### config.mk
export PLATFORM = sky130hd
export DESIGN_NAME = mac_acc_4bit
export DESIGN_NICKNAME = d
export VERILOG_FILES = /design/src/rtl/mac_acc_pkg.sv /design/src/rtl/MAC_4bit.sv /design/src/rtl/mac_acc_4bit.sv
export SDC_FILE = /design/constraint.sdc
export NUM_CORES = 1
export LEC_CHECK = 0
export ABC_CLOCK_PERIOD_IN_PS = 5300
export CAP_MARGIN = 20
export CORE_AREA = 2 2 78 65
export DETAILED_ROUTE_END_ITERATION = 10
export DIE_AREA = 0 0 80 67
export GPL_ROUTABILITY_DRIVEN = 0
export PLACE_DENSITY = 0.81
export REMOVE_ABC_BUFFERS = 1
export SYNTH_ARGS = -nofsm -noshare
export SYNTH_HDL_FRONTEND = slang
export SYNTH_SLANG_ARGS = --single-unit
### constraint.sdc
create_clock -name clk -period 5.3 [get_ports clk]
set_input_delay 1.06 -clock clk [delete_from_list [all_inputs] [get_ports clk]]
set_output_delay 1.06 -clock clk [all_outputs]
set_load 0.02 [all_outputs]
### src/rtl/mac_acc_pkg.sv
// mac_acc_pkg: shared widths, saturation limit and FSM state type for the MAC dot-product accumulator
package mac_acc_pkg;

    localparam int OP_W  = 4;
    localparam int ACC_W = 12;
    localparam int LEN_W = 4;

    localparam logic [ACC_W-1:0] ACC_MAX = 12'hFFF;

    typedef enum logic [1:0] {
        IDLE = 2'd0,
        ACC  = 2'd1,
        OUT  = 2'd2
    } mac_acc_state_t;

endpackage

### src/rtl/MAC_4bit.sv
// MAC_4bit: combinational unsigned 4x4 multiply plus 12-bit addend, 13-bit sum split into result and carry-out
module MAC_4bit
    import mac_acc_pkg::*;
(
    input  logic [OP_W-1:0]  a,
    input  logic [OP_W-1:0]  b,
    input  logic [ACC_W-1:0] c,
    output logic [ACC_W-1:0] result,
    output logic             cout
);

    logic [2*OP_W-1:0] prod;
    logic [ACC_W:0]    sum;

    // The product never exceeds 225, so only the addend can push the sum into bit 12
    always_comb begin
        prod   = a * b;
        sum    = {{(ACC_W+1-2*OP_W){1'b0}}, prod} + {1'b0, c};
        result = sum[ACC_W-1:0];
        cout   = sum[ACC_W];
    end

endmodule

### src/rtl/mac_acc_4bit.sv
// mac_acc_4bit: streaming dot-product accumulator around MAC_4bit with valid/ready in and out.
// Define MAC_SAT_EN to clamp the accumulator at 12'hFFF on carry-out instead of wrapping.
module mac_acc_4bit
    import mac_acc_pkg::*;
(
    input  logic             clk,
    input  logic             rst,
    input  logic             start,
    input  logic [LEN_W-1:0] len,
    input  logic [ACC_W-1:0] bias,
    input  logic             in_valid,
    output logic             in_ready,
    input  logic [OP_W-1:0]  a,
    input  logic [OP_W-1:0]  b,
    output logic             out_valid,
    input  logic             out_ready,
    output logic [ACC_W-1:0] out_data,
    output logic             out_ovf,
    output logic             busy
);

`ifdef MAC_SAT_EN
    localparam bit SAT = 1'b1;
`else
    localparam bit SAT = 1'b0;
`endif

    mac_acc_state_t   state, state_nxt;
    logic [ACC_W-1:0] acc, acc_nxt, mac_res;
    logic [LEN_W-1:0] cnt;
    logic             ovf, ovf_nxt, mac_cout;
    logic             beat, last_beat;

    MAC_4bit u_mac (
        .a      (a),
        .b      (b),
        .c      (acc),
        .result (mac_res),
        .cout   (mac_cout)
    );

    assign in_ready  = (state == ACC);
    assign busy      = (state != IDLE);
    assign beat      = in_valid & in_ready;
    assign last_beat = beat & (cnt == '0);

    // Accumulator update for the current beat: wrap by default, clamp when saturation is built in
    always_comb begin
        acc_nxt = (SAT && mac_cout) ? ACC_MAX : mac_res;
        ovf_nxt = ovf | mac_cout;
    end

    // Next-state decode; start only matters in IDLE and is never remembered elsewhere
    always_comb begin
        state_nxt = state;
        case (state)
            IDLE:    state_nxt = start ? ACC : IDLE;
            ACC:     state_nxt = last_beat ? OUT : ACC;
            OUT:     state_nxt = out_ready ? IDLE : OUT;
            default: state_nxt = IDLE;
        endcase
    end

    // State, accumulator, counter and registered output stage
    always_ff @(posedge clk) begin
        if (rst) begin
            state     <= IDLE;
            acc       <= '0;
            cnt       <= '0;
            ovf       <= 1'b0;
            out_valid <= 1'b0;
            out_data  <= '0;
            out_ovf   <= 1'b0;
        end else begin
            state <= state_nxt;
            if (state == IDLE && start) begin
                acc <= bias;
                cnt <= len;
                ovf <= 1'b0;
            end
            if (beat) begin
                acc <= acc_nxt;
                ovf <= ovf_nxt;
                if (cnt != '0)
                    cnt <= cnt - 1'b1;
            end
            if (last_beat) begin
                out_valid <= 1'b1;
                out_data  <= acc_nxt;
                out_ovf   <= ovf_nxt;
            end else if (out_valid && out_ready) begin
                out_valid <= 1'b0;
            end
        end
    end

endmodule
==> results of run 1 <==
final cells by class:
type                            count  area, sq um
Sequential cell                    33          661
Multi-Input combinational cell    200         1470
Clock buffer                        6         82.6
Fill cell                         379         1630
Tap cell                           60         75.1
Timing Repair Buffer               46          455
Clock inverter                      2         37.5
Inverter                           27          101
cells in the mapped netlist, drive strengths merged (2+ instances only):
cell type  instances
nor3               3
nor2              27
clkbuf             7
nand3b             4
a21o               4
fa                 9
a211oi             6
nor2b              2
buf                6
a22oi              4
ha                19
nor4               4
a31oi              5
a21oi             18
a2111oi            2
a311o              2
a221oi             3
o221ai             2
xnor2              6
nor3b              3
nand2             35
inv               27
and2              13
nand4              2
o22ai              2
a311oi             4
dfxtp             33
o21ai              3
nand2b             3
through the flow:
stage,setup WS [ps],hold slack [ps],instances,cell area [sq um]
global route,563,478,374,2880
finish,802,460,374,2880
floorplan,1270,420,260,2230
CTS,815,465,374,2880
detailed placement,535,446,366,2760
global placement,607,430,366,2760
worst max-delay path: stages:
cell and delay [ps]:
clkdlybuf4s50_1 510, nand2_1 90, fa_1 500, fa_1 510, fa_1 510, inv_1 40
ha_1 340, nand4_1 290, a311oi_1 320, o2111ai_1 180, o41ai_1 310
state kept, by name, indices dropped and copies added (netlist names):
name,count
out_ovf,1
cnt,4
ovf,1
acc,12
state,2
out_valid,1
out_data,12
kinds of logic after synthesis:
family,after synthesis,synth area share
AOI/OAI and AO/OA,64,0.212
adders and majority gates,28,0.182
DFF,33,0.287
buffers and inverters,40,0.0739
and+or+nand+nor,102,0.222
xor gates and xnor gates,6,0.0228
power groups by stage:
stage	registers (mW)	logic (mW)	clock network, mW
final	0.286	0.275	0.253
after detailed placement	0.291	0.272	0
after global routing	0.288	0.308	0.269
after global placement	0.290	0.267	0
after floorplan	0.294	0.182	0
after CTS	0.285	0.275	0.255
worst max-delay path by stage:
| stage | from | to | slack [ps] | cells past startpoint |
|---|---|---|---|---|
| finish | a[0] | ovf$_SDFFE_PP0P_ | 800 | 11 |
| global route | a[0] | ovf$_SDFFE_PP0P_ | 560 | 11 |
| CTS | a[0] | ovf$_SDFFE_PP0P_ | 810 | 11 |
| detailed placement | a[0] | out_data[11]$_SDFFE_PP0P_ | 540 | 12 |
| global placement | a[0] | acc[9]$_SDFFE_PP0P_ | 610 | 12 |
| floorplan | a[0] | acc[9]$_SDFFE_PP0P_ | 1270 | 11 |
metal layers:
| metal | GRT usage | vias up |
|---|---|---|
| li1 | - | 1039 |
| met3 | 0.0501 | 12 |
| met1 | 0.296 | 946 |
| met5 | 0 | - |
| met4 | 0.0678 | 0 |
| met2 | 0.334 | 53 |
==> impl_metrics.py, run 1 <==
metrics = {
    "yosys": {
        "synth_top_area_share": 0.287,
        "synth_edf_count": 0,
        "syn_inst": 273,
        "ys.flop_type": "dfxtp_1",
        "avgSynthCellArea_sq_um": 8.43,
        "ys_types": 56,
        "yosysSeqAreaShare": 0.287,
        "synth_area_leaders": "dfxtp_1, ha_1, fa_1, nand2_1, inv_1",
        "synth-seq-cells": 33,
        "syn_area_sq_um": 2300,
        "async_reset_ff_frac": 0,
        "ys_warn_count": 0,
        "synth_top_cell_by_area": "dfxtp_1",
    },
    "clock_tree": {
        "cts.clk_slew.worst_paths_ps": 70,
        "cts_resized": 0,
        "cts_inserted_buffers": 5,
        "clkSinkCount": 33,
        "root_buffer": "clkbuf_8",
        "ctsLongestPathBuffers": 2,
        "hold_buffers": 0,
        "htreeDepth": 2,
        "insertion_delay_ps": 290,
        "cts_setup_buffers": 0,
        "cts_tree": "done",
    },
    "outcome": {
        "status": "completed",
    },
    "min_path": {
        "holdPathStages": 2,
        "hp-start": "out_data[7]$_SDFFE_PP0P_",
        "hold_end": "out_data[7]$_SDFFE_PP0P_",
        "hold_path_class": "reg -> reg",
    },
    "drt": {
        "routed.top_layer": "met4",
        "routed_wl_um": 5350,
        "firstDrtPassIters": 4,
        "drc": 0,
        "wl_met1_um": 2560,
        "via_per_inst": 5.48,
        "ant_nets": 0,
        "met3_length_um": 278,
        "wl_per_cell_um": 14.3,
        "drtIter0Drc": 118,
        "vias": 2050,
        "routed-wl-met2_um": 2440,
    },
    "finish": {
        "final_common_cell": "clkdlybuf4s50_1",
        "layout_common_cells": "clkdlybuf4s50_1, nand2_1, dfxtp_1",
        "drive_above_1_share": 0.0637,
        "syn_to_final_growth_pct": 25.3,
        "antenna_cells": 0,
        "fin_nets": 370,
        "fin_util": 0.639,
    },
    "die": {
        "core_sq_um": 4510,
        "die_area_sq_um": 5360,
        "die_h_um": 67,
        "initial_core_util": 0.510,
        "die_w_um": 80,
        "pin_count": 45,
        "row_count": 22,
    },
    "setup_path": {
        "critPathArrivalTime_ps": 4670,
        "r2r-end": "ovf$_SDFFE_PP0P_",
        "worst_r2r_path_depth": 9,
        "cp.required_ps": 5480,
        "cp-start-kind": "input pin",
        "crit_path_end_kind": "flip-flop",
        "r2r_start": "acc[2]$_SDFFE_PP0P_",
        "criticalPathCategory": "in -> reg",
        "path_max_fanout": 7,
        "rrSetupSlack_ps": 2680,
    },
    "power_and_ir_drop": {
        "intPower_mw": 0.541,
        "finalPower_mw": 0.813,
        "p_sw_frac": 0.334,
        "powerDensity_nw_per_um2": 282,
        "power_frac_comb": 0.338,
        "p_switching_mw": 0.272,
        "pwr-share-clk": 0.311,
        "vdd.ir_drop.worst_mv": 0.145,
        "pwr-share-seq": 0.351,
        "power_leakage_nw": 1.18,
    },
    "global_routing": {
        "grt_pass1_vias": 1921,
        "grt_use_total": 0.215,
        "antenna_found_initial": 0,
        "grt_max_degree": 38,
        "grt_pass1_wl_um": 8940,
        "overflow": 0,
    },
    "placement": {
        "numPortBuffers": 44,
        "hpwl_um": 3870,
    },
    "timing": {
        "slew_headroom": 0.593,
        "rsz0062_at_grt": "false",
        "fin_crit_ps": 4500,
        "worst_slew_pin_slew_ps": 610,
        "max_freq_ghz": 0.222,
        "finClkSkew_ps": 5.64,
        "timing.final.crit_share": 0.849,
        "setup_viol": 0,
        "hold_violations": 0,
        "finalSetupTns_ps": 0,
        "slew_violations": 0,
    },
    "job": {
        "max-cap-violations": 0,
    },
}
No activity file was read; power rests on OpenSTA's default activity.
==> inputs of run 2 (changes only) <==
Settings changed: ABC_CLOCK_PERIOD_IN_PS 5300 to 4500.
Clock period 5.3 ns to 4.5 ns, I/O delays scaled along.
==> run 2 against run 1 <==
Against the previous run:
- total power up 11%
- combinational power rose by 24%
- first-iteration DRC count increased by 25%
- design area grew 0.39%
- wire length shrank 1.2%
- worst hold slack got worse by 3.0 ps
- setup slack lost 540 ps
- count of clock-buffer cells in the layout is 1 lower
- sequential cell count unchanged
- non-clock buffer count is 6 higher
- register-to-register slack got worse by 760 ps
- sequential share of layout area fell by 0.089 points
- largest power group is now combinational logic
- highest routed layer unchanged
==> impl_metrics.py, run 2 (synthesis results as in run 1) <==
metrics = {
    "min_path": {
        "hold_path_class": "reg -> reg",
        "hp-start": "out_data[1]$_SDFFE_PP0P_",
        "holdPathStages": 2,
        "hold_end": "out_data[1]$_SDFFE_PP0P_",
    },
    "setup_path": {
        "rrSetupSlack_ps": 1920,
        "r2r_start": "acc[2]$_SDFFE_PP0P_",
        "crit_path_end_kind": "flip-flop",
        "worst_r2r_path_depth": 9,
        "r2r-end": "acc[9]$_SDFFE_PP0P_",
        "path_max_fanout": 7,
        "worstSetupStartpoint": "a[1]",
        "cp.required_ps": 4730,
        "cp-start-kind": "input pin",
        "critPathArrivalTime_ps": 4470,
        "criticalPathCategory": "in -> reg",
    },
    "finish": {
        "regArea_sq_um": 661,
        "reg_top3": "acc x12, out_data x12, cnt x4",
        "nFillCells": 389,
        "fin_nets": 376,
        "final_common_cell": "clkdlybuf4s50_1",
        "syn_to_final_growth_pct": 25.8,
        "stdcell_area_sq_um": 2890,
        "antenna_cells": 0,
        "drive_above_1_share": 0.0813,
        "fin_cells": 380,
        "layout_common_cells": "clkdlybuf4s50_1, nand2_1, dfxtp_1",
        "multiInputGateArea_sq_um": 1470,
    },
    "clock_tree": {
        "htreeDepth": 2,
        "cts_setup_buffers": 0,
        "hold_buffers": 0,
        "ctsLongestPathBuffers": 2,
        "root_buffer": "clkbuf_8",
        "clkSinkCount": 33,
        "cts.clk_slew.worst_paths_ps": 80,
        "cts_inserted_buffers": 5,
        "insertion_delay_ps": 290,
        "cts_tree": "done",
        "cts_resized": 0,
    },
    "drt": {
        "drtIter0Drc": 147,
        "wl_per_cell_um": 13.9,
        "wl_met1_um": 2470,
        "via_per_inst": 5.50,
        "firstDrtPassIters": 4,
        "met3_length_um": 354,
        "ant_nets": 0,
        "vias": 2090,
        "routed.top_layer": "met4",
        "drc": 0,
        "routed_wl_um": 5290,
        "routed-wl-met2_um": 2410,
    },
    "timing": {
        "finClkSkew_ps": 6.71,
        "fin_crit_ps": 4240,
        "max_freq_ghz": 0.236,
        "slew_violations": 0,
        "whs_ps": 457,
        "worst_slew_pin_slew_ps": 622,
        "hold_violations": 0,
        "slew_headroom": 0.585,
        "finalWorstSetupSlack_ps": 260,
        "rsz0062_at_grt": "false",
        "setup_viol": 0,
        "timing.final.crit_share": 0.942,
    },
    "die": {
        "row_count": 22,
        "die_area_sq_um": 5360,
        "initial_core_util": 0.510,
        "die_h_um": 67,
        "core_sq_um": 4510,
        "die_w_um": 80,
        "pin_count": 45,
    },
    "power_and_ir_drop": {
        "powerDensity_nw_per_um2": 313,
        "finalPower_mw": 0.905,
        "vdd.ir_drop.worst_mv": 0.159,
        "power_leakage_nw": 1.19,
    },
    "outcome": {
        "status": "completed",
    },
    "global_routing": {
        "grt_pass1_wl_um": 8680,
        "overflow": 0,
        "grt_use_total": 0.208,
        "grt_pass1_vias": 1966,
        "antenna_found_initial": 0,
        "grt_max_degree": 38,
    },
    "placement": {
        "dp.cells": 372,
        "numPortBuffers": 44,
        "dpl_cell_area_sq_um": 2810,
        "hpwl_um": 3920,
        "pre_cts_ws_ps": -62.2,
    },
    "job": {
        "max-cap-violations": 0,
    },
}
-- run 2: stage by stage --
step | setup TNS [ps] | util
3_3_place_gp | 0 | 0.622
2_1_floorplan | 0 | -
4_1_cts | 0 | 0.641
5_1_grt | 0 | 0.641
6_report | 0 | 0.641
3_5_place_dp | -94.5 | 0.622
-- run 2: worst max-delay path by stage --
stage / cells after the start / end
finish: 12 / acc[9]$_SDFFE_PP0P_
global route: 12 / ovf$_SDFFE_PP0P_
CTS: 12 / acc[9]$_SDFFE_PP0P_
detailed placement: 12 / acc[9]$_SDFFE_PP0P_
global placement: 12 / acc[9]$_SDFFE_PP0P_
floorplan: 11 / acc[9]$_SDFFE_PP0P_
-- run 2: final cells by class --
class                           count  area share
Clock buffer                        5      0.0238
Sequential cell                    33       0.228
Multi-Input combinational cell    200       0.508
Timing Repair Buffer               52       0.173
Clock inverter                      3     0.00605
Tap cell                           60      0.0259
Inverter                           27      0.0350
-- run 2: routing by layer --
metal | vias to the layer above | track usage
met1 | 970 | 0.273
met2 | 62 | 0.326
li1 | 1052 | -
met3 | 6 | 0.0596
met4 | 0 | 0.0742
met5 | - | 0
-- run 2: power by group --
group	switching, mW	internal, mW
clock network	0.121	0.107
registers	0.0191	0.316
logic	0.185	0.157
-- run 2: worst max-delay path, stage by stage --
cell             delay (ps)
clkdlybuf4s50_1         520
nand2_1                  90
fa_1                    490
fa_1                    440
fa_1                    480
inv_1                    40
ha_1                    370
and3_2                  260
a22oi_2                 160
o221ai_2                180
a311o_1                 400
a21oi_1                 110
==> inputs of run 3 (changes only) <==
Settings changed: CORE_AREA 2 2 78 65 to 10 10 86 73, DIE_AREA 0 0 80 67 to 0 0 96 83.
==> run 3 against run 2 <==
Against the previous run:
- critical path depth unchanged
- sequential share of layout area about the same
- non-clock buffer count unchanged
- cell count down 0.26%
- die area up 49%
- sequential power about the same
- design area about the same
- critical endpoint unchanged
==> impl_metrics.py, run 3 (synthesis results as in run 1) <==
metrics = {
    "die": {
        "initial_core_util": 0.510,
        "die_w_um": 96,
        "row_count": 22,
        "die_area_sq_um": 7970,
        "die_h_um": 83,
        "core_sq_um": 4510,
        "pin_count": 45,
    },
    "setup_path": {
        "path_max_fanout": 7,
        "worst_r2r_path_depth": 9,
        "cp.required_ps": 4720,
        "cp-start-kind": "input pin",
        "critPathArrivalTime_ps": 4430,
        "crit_path_end_kind": "flip-flop",
        "criticalPathCategory": "in -> reg",
    },
    "power_and_ir_drop": {
        "finalPower_mw": 0.910,
        "vdd.ir_drop.worst_mv": 0.166,
        "powerDensity_nw_per_um2": 314,
        "power_leakage_nw": 1.19,
    },
    "placement": {
        "hpwl_um": 4420,
        "numPortBuffers": 44,
        "dp.cells": 372,
    },
    "min_path": {
        "hold_path_class": "reg -> reg",
        "holdPathStages": 2,
    },
    "finish": {
        "fin_cells": 379,
        "final_common_cell": "clkdlybuf4s50_1",
        "multiInputGateArea_sq_um": 1470,
        "reg_top3": "acc x12, out_data x12, cnt x4",
        "regArea_sq_um": 661,
        "syn_to_final_growth_pct": 25.8,
        "drive_above_1_share": 0.0752,
        "fin_util": 0.641,
        "antenna_cells": 0,
        "layout_common_cells": "clkdlybuf4s50_1, nand2_1, dfxtp_1",
        "fin_nets": 376,
        "nFillCells": 407,
    },
    "timing": {
        "finClkSkew_ps": 7.83,
        "slew_headroom": 0.598,
        "max_freq_ghz": 0.237,
        "slew_violations": 0,
        "whs_ps": 458,
        "hold_violations": 0,
        "timing.final.crit_share": 0.937,
        "worst_slew_pin_slew_ps": 600,
        "setup_viol": 0,
        "fin_crit_ps": 4220,
        "rsz0062_at_grt": "false",
    },
    "global_routing": {
        "overflow": 0,
        "grtUsageMet3": 0.0495,
        "use_met1": 0.192,
        "busiest_layer": "met2",
        "use_met2": 0.215,
        "grt_pass1_vias": 2047,
        "grt_use_total": 0.144,
        "grt_max_degree": 38,
        "antenna_found_initial": 0,
        "grt_pass1_wl_um": 9590,
    },
    "drt": {
        "wl_per_cell_um": 15.2,
        "routed_wl_um": 5770,
        "via_per_inst": 5.47,
        "vias": 2072,
        "ant_nets": 0,
        "drc": 0,
        "firstDrtPassIters": 4,
        "drtIter0Drc": 107,
    },
    "clock_tree": {
        "ctsLongestPathBuffers": 2,
        "htreeDepth": 2,
        "cts.clk_slew.worst_paths_ps": 70,
        "root_buffer": "clkbuf_8",
        "cts_setup_buffers": 0,
        "cts_inserted_buffers": 5,
        "insertion_delay_ps": 290,
        "cts_tree": "done",
        "clkSinkCount": 33,
    },
    "outcome": {
        "status": "completed",
    },
    "job": {
        "max-cap-violations": 0,
    },
}
## run 3: layout make-up
| type | instances | share of cell area |
|---|---|---|
| Timing Repair Buffer | 52 | 0.173 |
| Multi-Input combinational cell | 200 | 0.508 |
| Tap cell | 60 | 0.0259 |
| Sequential cell | 33 | 0.228 |
| Inverter | 27 | 0.0350 |
| Clock buffer | 7 | 0.0298 |
## run 3: per-stage QoR
step                setup TNS, ps  setup WS [ps]  instance area (sq um)
finish                          0            284                   2900
global placement                0           54.7                   2810
detailed placement          -33.2          -26.3                   2810
floorplan                       0            634                   2230
CTS                             0            254                   2890
global route                    0           6.96                   2900
## run 3: final timing paths
path / startpoint / to / slack, ps
setup / recovery: a[1] / acc[9]$_SDFFE_PP0P_ / 280
hold / removal: out_data[7]$_SDFFE_PP0P_ / out_data[7]$_SDFFE_PP0P_ / 460
setup reg to reg: acc[2]$_SDFFE_PP0P_ / acc[9]$_SDFFE_PP0P_ / 1910
hold reg to reg: out_data[7]$_SDFFE_PP0P_ / out_data[7]$_SDFFE_PP0P_ / 460
## run 3: per-layer routing
layer,wire length [um],vias to the layer above
li1,-,1047
met1,2620,964
met2,2660,54
met5,0,-
met3,434,7
met4,61,0
## run 3: worst max-delay path: stages
cell	delay, ps
clkdlybuf4s50_1	520
nand2_1	90
fa_1	490
fa_1	450
fa_1	490
inv_1	40
ha_1	370
and3_2	260
a22oi_2	150
o221ai_2	180
a311o_1	400
a21oi_1	110
## run 3: power breakdown
part	total, mW	internal (mW)	switching [mW]	leakage, nW
Clock	0.231	0.121	0.110	0.0443
Combinational	0.343	0.157	0.186	0.879
Sequential	0.336	0.316	0.0193	0.270
## run 3: repair_timing
item / in CTS / in global routing
hold buffers: 0 / 0
setup endpoints to repair: 0 / 1
resized for setup: 0 / 1
